## src/rtl/kuz_sbox_sched.sv

```systemverilog
// Shares one external Kuznyechik S-box between the round datapath (requester 0)
// and the key-expansion unit (requester 1), substituting LANES bytes per cycle.
module kuz_sbox_sched #(
    parameter int LANES = 1
) (
    input  logic                 clk_i,
    input  logic                 rstn_i,
    input  logic                 req0_valid_i,
    input  logic [127:0]         req0_data_i,
    output logic                 req0_ready_o,
    input  logic                 req1_valid_i,
    input  logic [127:0]         req1_data_i,
    output logic                 req1_ready_o,
    output logic                 rsp_valid_o,
    output logic [127:0]         rsp_data_o,
    output logic                 rsp_id_o,
    input  logic                 rsp_ready_i,
    output logic [8*LANES-1:0]   sbox_in_o,
    input  logic [8*LANES-1:0]   sbox_out_i,
    output logic                 busy_o
);

    localparam int N  = 16 / LANES;
    localparam int LW = 8 * LANES;
    localparam logic [3:0] LAST = 4'(N - 1);

    generate
        if (!(LANES == 1 || LANES == 2 || LANES == 4 || LANES == 8 || LANES == 16)) begin : g_bad_lanes
            $error("kuz_sbox_sched: LANES must be 1, 2, 4, 8 or 16");
        end
    endgenerate

    typedef enum logic [1:0] {IDLE, RUN, DONE} state_t;

    state_t         r_state;
    logic [3:0]     r_cnt;
    logic           r_last;
    logic [127:0]   r_blk;
    logic [127:0]   r_res;
    logic           r_valid;
    logic           r_id;

    logic           w_idle;
    logic           w_pick1;
    logic           w_ready0;
    logic           w_ready1;
    logic [LW-1:0]  w_sbox_in;

    // r_last names the requester served most recently; the other one wins a tie.
    assign w_idle    = rstn_i && (r_state == IDLE);
    assign w_pick1   = req1_valid_i && (!req0_valid_i || !r_last);
    assign w_ready0  = w_idle && req0_valid_i && !w_pick1;
    assign w_ready1  = w_idle && w_pick1;
    assign w_sbox_in = (r_state == RUN) ? r_blk[32'(r_cnt) * LW +: LW] : '0;

    assign req0_ready_o = w_ready0;
    assign req1_ready_o = w_ready1;
    assign sbox_in_o    = w_sbox_in;
    assign rsp_valid_o  = r_valid;
    assign rsp_data_o   = r_res;
    assign rsp_id_o     = r_id;
    assign busy_o       = (r_state != IDLE);

    always_ff @(posedge clk_i) begin
        if (!rstn_i) begin
            r_state <= IDLE;
            r_cnt   <= '0;
            r_last  <= 1'b1;
            r_blk   <= '0;
            r_res   <= '0;
            r_valid <= 1'b0;
            r_id    <= 1'b0;
        end else begin
            case (r_state)
                IDLE: begin
                    if (w_ready0 || w_ready1) begin
                        r_blk   <= w_ready1 ? req1_data_i : req0_data_i;
                        r_id    <= w_ready1;
                        r_cnt   <= '0;
                        r_state <= RUN;
                    end
                end
                RUN: begin
                    r_res[32'(r_cnt) * LW +: LW] <= sbox_out_i;
                    if (r_cnt == LAST) begin
                        r_valid <= 1'b1;
                        r_state <= DONE;
                    end else begin
                        r_cnt <= r_cnt + 4'd1;
                    end
                end
                DONE: begin
                    if (rsp_ready_i) begin
                        r_last  <= r_id;
                        r_valid <= 1'b0;
                        r_state <= IDLE;
                    end
                end
                default: r_state <= IDLE;
            endcase
        end
    end

endmodule

```

## config.mk

```make
export PLATFORM = sky130hd
export DESIGN_NAME = kuz_sbox_sched
export DESIGN_NICKNAME = d
export VERILOG_FILES = /design/src/rtl/kuz_sbox_sched.sv
export SDC_FILE = /design/constraint.sdc
export NUM_CORES = 1
export LEC_CHECK = 0
export ABC_CLOCK_PERIOD_IN_PS = 8300
export CAP_MARGIN = 5
export CORE_UTILIZATION = 50
export CTS_BUF_LIST = sky130_fd_sc_hd__clkbuf_16
export DETAILED_ROUTE_END_ITERATION = 12
export GPL_TIMING_DRIVEN = 0
export PLACE_DENSITY_LB_ADDON = 0.08
export SKIP_LAST_GASP = 1
export SYNTH_ARGS = -nofsm -noshare
export SYNTH_HDL_FRONTEND = slang
export SYNTH_SLANG_ARGS = --single-unit
```

## constraint.sdc

```tcl
create_clock -name clk_i -period 8.3 [get_ports clk_i]
set_clock_uncertainty 0.2 [all_clocks]
set_input_delay 1.245 -clock clk_i [delete_from_list [all_inputs] [get_ports clk_i]]
set_output_delay 1.245 -clock clk_i [all_outputs]
set_load 0.05 [all_outputs]
```

* Word-level counts from Yosys, hierarchy flattened
Index checks and enable logic that the tools add are counted.
Word-level totals: latch bits 0, memory bits (writable) 0, output and inout port bits 141, ROM bits 0, bits in registers 265, memories kept 0
Operators by class: reductions and logical operators 19, magnitude comparators 0, $mul 0, divide/modulo/power cells 0, add/subtract/negate cells 2, mux-type cells 13, shift operators 3, bitwise logic cells 0, eq/ne operators 7
Operators with widths (count):
- bitwise mux 128 bit | 1
- 2-to-1 mux 128 bit | 1
- variable shift 8 x 34 -> 128 bit, first input constant | 1
- indexed part select 128 x 8 -> 8 bit | 1
- indexed part select 8 x 34 -> 128 bit | 1
- negation 7 -> 34 bit | 1
- AND reduction 3 bit | 3
- 2-to-1 mux 4 bit | 2
- 2-to-1 mux 8 bit | 1
- one-hot mux 4 bit (2 select lines) | 1
- 2-to-1 mux 2 bit | 3
- one-hot mux 2 bit (3 select lines) | 1
- nonzero test 2 bit | 3
- logical AND 1 bit | 5
- adder 4 x 1 -> 4 bit, second input constant | 1
- == test 4 bit, second input constant | 1
- != test 2 x 1 -> 1 bit, second input constant | 2
- != test 2 bit, second input constant | 2
- AND reduction 2 bit | 2
- zero test 1 bit | 3
- == test 2 x 1 -> 1 bit, second input constant | 1
- == test 2 bit, second input constant | 1
- zero test 2 bit | 1
- logical OR 1 bit | 2
- other kinds (2) | 3

* Longest topological paths before layout
Gate-level depths: netlist of run 1.
word-level depth 8, depth in mapped cells 11

* Least setup slack after synthesis of run 1
No wires, ideal clock.
kind flip-flop to output port, from register r_cnt[1], to output port sbox_in_o[3], buffers on the path 2, arrival 2.506 ns, path slack 4.349 ns, cell stages (with the launch flop) 6, data required time 6.855 ns, path through dfxtp_1 clkbuf_1 buf_2 mux4_2 mux2i_1 o21ai_0
Between the ends: word-level cells in the longest chain between the ends 2
Ends and longest elaborated chain:
- from (decl) | RTL line 36 | logic [3:0] r_cnt;
- from (signal assigned) | RTL line 89 | r_cnt <= r_cnt + 4'd1;
- indexed part select 128 x 8 -> 8 bit | RTL line 54 | assign w_sbox_in = (r_state == RUN) ? r_blk[32'(r_cnt) * LW +: LW] : '0;
- 2-to-1 mux 8 bit | RTL line 54
- to (decl) | RTL line 18 | output logic [8*LANES-1:0] sbox_in_o,
Every way passes these cells.

* Worst setup path after layout of run 1
from register r_cnt[1], to output port sbox_in_o[1]
Same word-level chain as after synthesis.

==> results of run 1 <==
-- cell type report --
type	count	area (um2)
Multi-Input combinational cell	887	6480
Tap cell	319	399
Inverter	8	30.0
Clock inverter	16	103
Sequential cell	265	5310
Buffer	106	439
Clock buffer	27	676
Antenna cell	3	7.51
Fill cell	1815	6310
Timing Repair Buffer	400	4000
-- layout by cell type, fill, tap and decap left out, types with 3 or more instances in the layout --
cell type	n
clkdlybuf4s50_1	400
dfxtp_1	265
mux2i_1	253
o21ai_0	140
nand3_1	136
nand2_1	118
clkbuf_1	68
nor2b_1	66
mux4_2	28
buf_2	27
clkbuf_16	27
a21boi_0	18
nand4_1	16
inv_1	12
nor2_1	12
nor3b_1	11
buf_1	10
and3_1	10
and2_1	8
nor3_1	6
a22oi_1	6
ha_1	6
a21oi_1	5
a31oi_1	5
nand3b_1	4
a221oi_1	4
clkinv_1	4
diode_2	3
or2_2	3
nand2b_1	3
and3b_1	3
nor4b_1	3
clkinv_2	3
-- path summary, 6_finish.rpt --
path	endpoint	slack, ns	depth (start not counted)
max reg2reg	rsp_data_o[68]$_SDFFE_PN0P_	3.56	9
min reg2reg	rsp_data_o[67]$_SDFFE_PN0P_	0.26	2
min	rsp_data_o[67]$_SDFFE_PN0P_	0.26	2
max	sbox_in_o[1]	2.78	6
-- kinds of logic (layout without fill, tap and decap cells) --
logic type | count (synthesis) | count (layout)
flip-flops | 265 | 265
AO/OA/AOI/OAI | 190 | 190
AND/OR/NAND/NOR | 407 | 407
other | 0 | 3
adder cells (fa/ha/maj) | 6 | 6
buffers and inverters | 114 | 557
multiplexers | 281 | 281
XOR/XNOR | 3 | 3
-- per-layer routing --
metal | global-route usage | routed length [um]
met1 | 0.353 | 15300
met3 | 0.0468 | 2360
met2 | 0.581 | 20900
met5 | 0 | 0
met4 | 0.161 | 1960
-- stage by stage --
stage	hold WS (ns)	cells	total power, W
after CTS	0.257	2028	0.00307
after global routing	0.275	2029	0.00317
after floorplan	0.232	1266	0.00172
final	0.257	2031	0.00307
after detailed placement	0.247	1985	0.00199
after global placement	0.242	1985	0.00197
-- power breakdown --
group	internal (W)	switching, W	leakage, nW
Clock	0.000615	0.000487	0.396
Sequential	0.00135	0.0000554	2.16
Combinational	0.000270	0.000289	4.69
Total	0.00224	0.000832	7.25
-- flip-flops by register name, indices dropped and copies added (netlist names) --
name and flops:
r_cnt 4, rsp_valid_o 1, r_blk 128, r_last 1, r_state 2, rsp_id_o 1, rsp_data_o 128
-- tightest hold or removal path, stage by stage (launching register included) --
cell and delay (ns):
dfxtp_1 0.31, nand2_1 0.05, mux2i_1 0.05
==> results by group, run 1 <==
Outcome
  – Status: finished, final reports clean

Timing
  – Fin. max-slew vios: 0
  – Tcrit/Tclk final: 0.665
  – Final hold violation count: 0
  – Setup TNS: 0 ns
  – PnR worst setup slack: 2.78 ns
  – Max-slew headroom: 0.166
  – Fin crit period: 5.52 ns
  – RSZ-0062 raised after global routing: no
  – Fmax: 0.181 GHz
  – Worst-margin pin slew: 1.24 ns
  – Final setup vio count: 0

Critical path
  – Crit. End Element: output port
  – Startpoint types: register
  – Critical path class: register to output port
  – Worst path top cell family by delay: buffers and inverters
  – CP required: 6.86 ns
  – CP Launch Point: r_cnt[1]$_SDFFE_PN0P_
  – Critical Path, Cell by Cell: clkbuf_1 > buf_1 > mux4_2 > a22oi_1 > nand2_1 > clkdlybuf4s50_1
  – Worst Path Max Fanout: 10
  – CP Data Arrival Time: 4.07 ns
  – Reg2reg start: r_cnt[1]$_SDFFE_PN0P_
  – Max incr delay on CP: 0.73 ns
  – Bufs and invs on worst path: 3
  – Critical-path top delay cell: clkdlybuf4s50_1

Power
  – Pwr/cell area: 176 nW/um2
  – Leakage: 7.25 nW
  – Peak supply drop: 0.130 mV

Logic synthesis
  – Syn_nets: 1541
  – Sequential share of the synthesized area: 0.433
  – Synth Area in Simple Gates: 0.172
  – Post-Syn Instances: 1266
  – Synth Warn #: 0
  – EDFF count, synth: 0
  – Syn avg cell area: 9.68 um2
  – Yosys cell types: 48
  – Mux contribution to synthesized area: 0.258
  – Combinational family with the most area after synthesis: multiplexers
  – Synth Area in Compound Gates: 0.0903
  – Most frequent cells after synthesis: 265 x dfxtp_1, 253 x mux2i_1, 140 x o21ai_0, 136 x nand3_1, 118 x nand2_1
  – Ys async rst share: 0
  – Top-count cell post-synth: dfxtp_1
  – Leading area contributor after synthesis: dfxtp_1
  – Area contributors post-synth: dfxtp_1 43%, mux2i_1 21%, o21ai_0 5.7%
  – Adder-cell area share of the yosys netlist: 0.00612
  – Synth Cell Area: 12300 um2
  – Main flop type after synthesis: dfxtp_1
  – Post-synth top area share: 0.433
  – Register bit total from synthesis: 265
  – Post-Synth XOR/XNOR Area: 0.00214

Clock tree
  – Clk Latency, worst-skew pair: 0.53 ns
  – H-tree depth: 1
  – Hold buffers post-CTS: 0
  – Clk root buf: clkbuf_16
  – Setup bufs post-CTS: 0
  – CTS tree: yes
  – Cts bufs inserted: 27
  – Maximum clock path buffer count: 3
  – Cts repair resizes: 0
  – # clock sinks: 265
  – CTS clk-pin slew, worst paths: 0.06 ns

Global routing
  – Vias in the first global route: 11151
  – Global-route wire length before repair: 60.2 mm
  – Largest net degree at the start of global routing: 14
  – Total global routing overflow: 0
  – Gr usage total: 0.316
  – Initial antenna violation count: 2

Die
  – Site row count: 56
  – IO Count: 410
  – Chip height: 159 um
  – Die area: 25100 um2
  – Die X: 159 um
  – Core area: 23800 um2
  – Starting density of the core: 0.516

Finish
  – Utilization after layout: 0.734
  – Syn-to-layout area delta: 42.3%
  – Nets: 1970
  – Layout cells sized above 1: 0.0609
  – Design area: 17400 um2

Placement
  – # port buffers: 400
  – Setup WS pre-CTS: 3.35 ns
  – Final GP Congestion: 0.898
  – Dpl hpwl: 31.5 mm
  – Placed cell areas: 16700 um2

Route
  – Total Routed Length: 40.6 mm
  – Vias/cell: 5.61
  – Vias: 11393
  – DRC: 0
  – Detail Route Antenna Nets: 0
  – Drt pass-1 iters: 5
  – Iter 0 DRT Violations: 769
  – Wire per inst: 20.0 um

Worst hold path
  – Worst Hold Class: register to register
  – Hold path start: rsp_data_o[67]$_SDFFE_PN0P_

Run
  – Max_cap viols: 0
(Power assumes the default switching activity.)
==> run 2: changes to the inputs <==
ABC_CLOCK_PERIOD_IN_PS = 5000   (was 8300)
CORE_ASPECT_RATIO = 1.2   (was unset)
CORE_UTILIZATION = 42   (was 50)
clock period = 5 ns   (was 8.3 ns; I/O delays follow)
==> run 2 against run 1 <==
- register-to-register slack lost 2.9 ns
- first-iteration DRC count shrank 15%
- sequential share of layout area shrank 0.43 points
- utilization shrank 12 points
- non-clock buffer count grew 1
- largest cell class unchanged
- largest power group unchanged
- cell count grew 3.5%
==> results by group, run 2 (synthesized netlist as in run 1, its figures left out) <==
Outcome
  – Status: finished, final reports clean

Finish
  – Register area: 5310 um2 (unchanged)
  – Syn-to-layout area delta: 44.4%
  – Multi-input logic area: 6480 um2 (unchanged)
  – Nets: 1971 (+0.051%)
  – Filler Cells Inserted: 2641 (+46%)
  – Utilization after layout: 0.615 (-0.119)
  – Layout cells sized above 1: 0.0676 (+0.00671)
  – Most common cell after layout, fill and taps aside: clkdlybuf4s50_1
  – Number of antenna diodes: 0 (-3)
  – Most frequent cells in the layout: 400 x clkdlybuf4s50_1, 265 x dfxtp_1, 253 x mux2i_1, 140 x o21ai_0, 136 x nand3_1

Timing
  – PnR worst setup slack: 0.139 ns (-2.64 ns)
  – Fin. max-slew vios: 0 (unchanged)
  – Final hold violation count: 0 (unchanged)
  – Fin crit period: 4.86 ns
  – Fmax: 0.206 GHz
  – RSZ-0062 raised after global routing: no
  – Tcrit/Tclk final: 0.972
  – Final setup vio count: 0 (unchanged)
  – Worst hold slack: 0.257 ns (+0.0000870 ns)
  – Setup TNS: 0 ns (unchanged)
  – Max-slew headroom: 0.333 (+0.167)
  – Worst-margin pin slew: 0.993 ns (-0.246 ns)

Die
  – Starting density of the core: 0.426 (-0.0898)
  – Core area: 28800 um2 (+21%)
  – Site row count: 68 (+21%)
  – Die area: 29900 um2 (+19%)
  – IO Count: 410 (unchanged)
  – Die X: 158 um (-0.39%)
  – Chip height: 189 um (+19%)

Power
  – Sw Pwr: 0.00146 W (+75%)
  – Leakage: 7.33 nW (+1.1%)
  – Switching fraction of total power: 0.267 (-0.00365)
  – Final Total Pwr: 0.00544 W (+77%)
  – Pwr/cell area: 308 nW/um2 (+75%)
  – Clock network power share: 0.399 (+0.040)
  – Peak supply drop: 0.194 mV (+50%)
  – Pint: 0.00399 W (+78%)
  – Reg power frac: 0.429 (-0.030)
  – Combinational Power Share: 0.172 (-0.010)

Clock tree
  – Clk root buf: clkbuf_16
  – # clock sinks: 265 (unchanged)
  – Setup bufs post-CTS: 0 (unchanged)
  – Maximum clock path buffer count: 3 (unchanged)
  – CTS tree: yes
  – CTS clk-pin slew, worst paths: 0.06 ns (about the same)
  – Cts bufs inserted: 27 (unchanged)
  – H-tree depth: 1 (unchanged)
  – Clk Latency, worst-skew pair: 0.54 ns (about the same)

Critical path
  – Startpoint types: register
  – Worst Path Max Fanout: 10 (unchanged)
  – CP required: 4.05 ns (-2.81 ns)
  – Critical path class: register to output port
  – Critical Path, Cell by Cell: clkbuf_2 > buf_1 > mux4_2 > o21ai_0 > o21ai_0 > clkdlybuf4s50_1
  – Critical-path top delay cell: clkdlybuf4s50_1
  – CP most frequent cell: o21ai_0
  – Max incr delay on CP: 0.80 ns (+0.07 ns)
  – Crit. End Element: output port
  – CP Data Arrival Time: 3.91 ns (-0.16 ns)
  – Reg2reg setup slack: 0.67 ns (-2.89 ns)

Global routing
  – Initial antenna violation count: 0 (-2)
  – Vias in the first global route: 11091 (-0.54%)
  – Gr usage total: 0.280 (-0.0364)
  – Total global routing overflow: 0 (unchanged)
  – Largest net degree at the start of global routing: 15 (+1)
  – Global-route wire length before repair: 63.3 mm (+5.1%)

Run
  – Max_cap viols: 0 (unchanged)

Route
  – Vias/cell: 5.31 (-5.3%)
  – Total Routed Length: 42.1 mm (+3.8%)
  – Wire per inst: 20.0 um (+0.33%)
  – Iter 0 DRT Violations: 653 (-15%)
  – Vias: 11166 (-2.0%)
  – DRC: 0 (unchanged)
  – Drt pass-1 iters: 7 (+2)
  – Detail Route Antenna Nets: 0 (unchanged)

Placement
  – # port buffers: 400 (unchanged)
  – Dpl hpwl: 33.5 mm (+6.1%)
  – Setup WS pre-CTS: 0.491 ns (-2.86 ns)
  – Final GP Congestion: 0.882 (-1.8%)

Worst hold path
  – Worst Hold Class: register to register
[run 2: final timing paths]
check                                       startpoint                           to  cells past startpoint
worst min-delay path            r_blk[53]$_SDFFE_PN0P_       r_blk[53]$_SDFFE_PN0P_                      2
worst min register to register  r_blk[53]$_SDFFE_PN0P_       r_blk[53]$_SDFFE_PN0P_                      2
worst max register to register   r_cnt[1]$_SDFFE_PN0P_  rsp_data_o[86]$_SDFFE_PN0P_                      9
worst max-delay path             r_cnt[1]$_SDFFE_PN0P_                 sbox_in_o[7]                      6
[run 2: final cells by class]
type / count / area share
Tap cell: 385 / 0.0272
Multi-Input combinational cell: 887 / 0.366
Buffer: 106 / 0.0249
Inverter: 8 / 0.00170
Sequential cell: 265 / 0.300
Clock buffer: 27 / 0.0382
Timing Repair Buffer: 401 / 0.227
Clock inverter: 23 / 0.0153
[run 2: power groups by stage]
| stage | clock network, W | registers, W | logic, W |
|---|---|---|---|
| 4_1_cts | 0.00220 | 0.00233 | 0.000936 |
| 3_5_place_dp | 0 | 0.00238 | 0.000934 |
| 6_report | 0.00217 | 0.00233 | 0.000934 |
| 5_1_grt | 0.00229 | 0.00234 | 0.00100 |
| 3_3_place_gp | 0 | 0.00237 | 0.000924 |
| 2_1_floorplan | 0 | 0.00236 | 0.000492 |
[run 2: worst max-delay path, delay by kind of cell (launching register included)]
family	cells	cell delay (ns)
buffers and inverters	3	1.81
AO/OA/AOI/OAI	2	0.49
flip-flops	1	0.67
multiplexers	1	0.39
[run 2: metal layers]
layer,vias to the layer above,part of all wire,track usage
li1,5397,-,-
met1,5241,0.38,0.315
met2,437,0.53,0.522
met3,91,0.055,0.0410
met4,0,0.034,0.105
met5,-,0,0
[run 2: repair_timing]
item,CTS,global route
endpoints found under the setup margin,5,0
gates resized for setup,1,0
hold buffers,0,0
[run 2: metrics by stage]
step | std cells | cell area (um2)
after floorplan | 1266 | 12300
after global placement | 2051 | 16700
after detailed placement | 2052 | 16700
after CTS | 2102 | 17700
after global routing | 2102 | 17700
final | 2102 | 17700
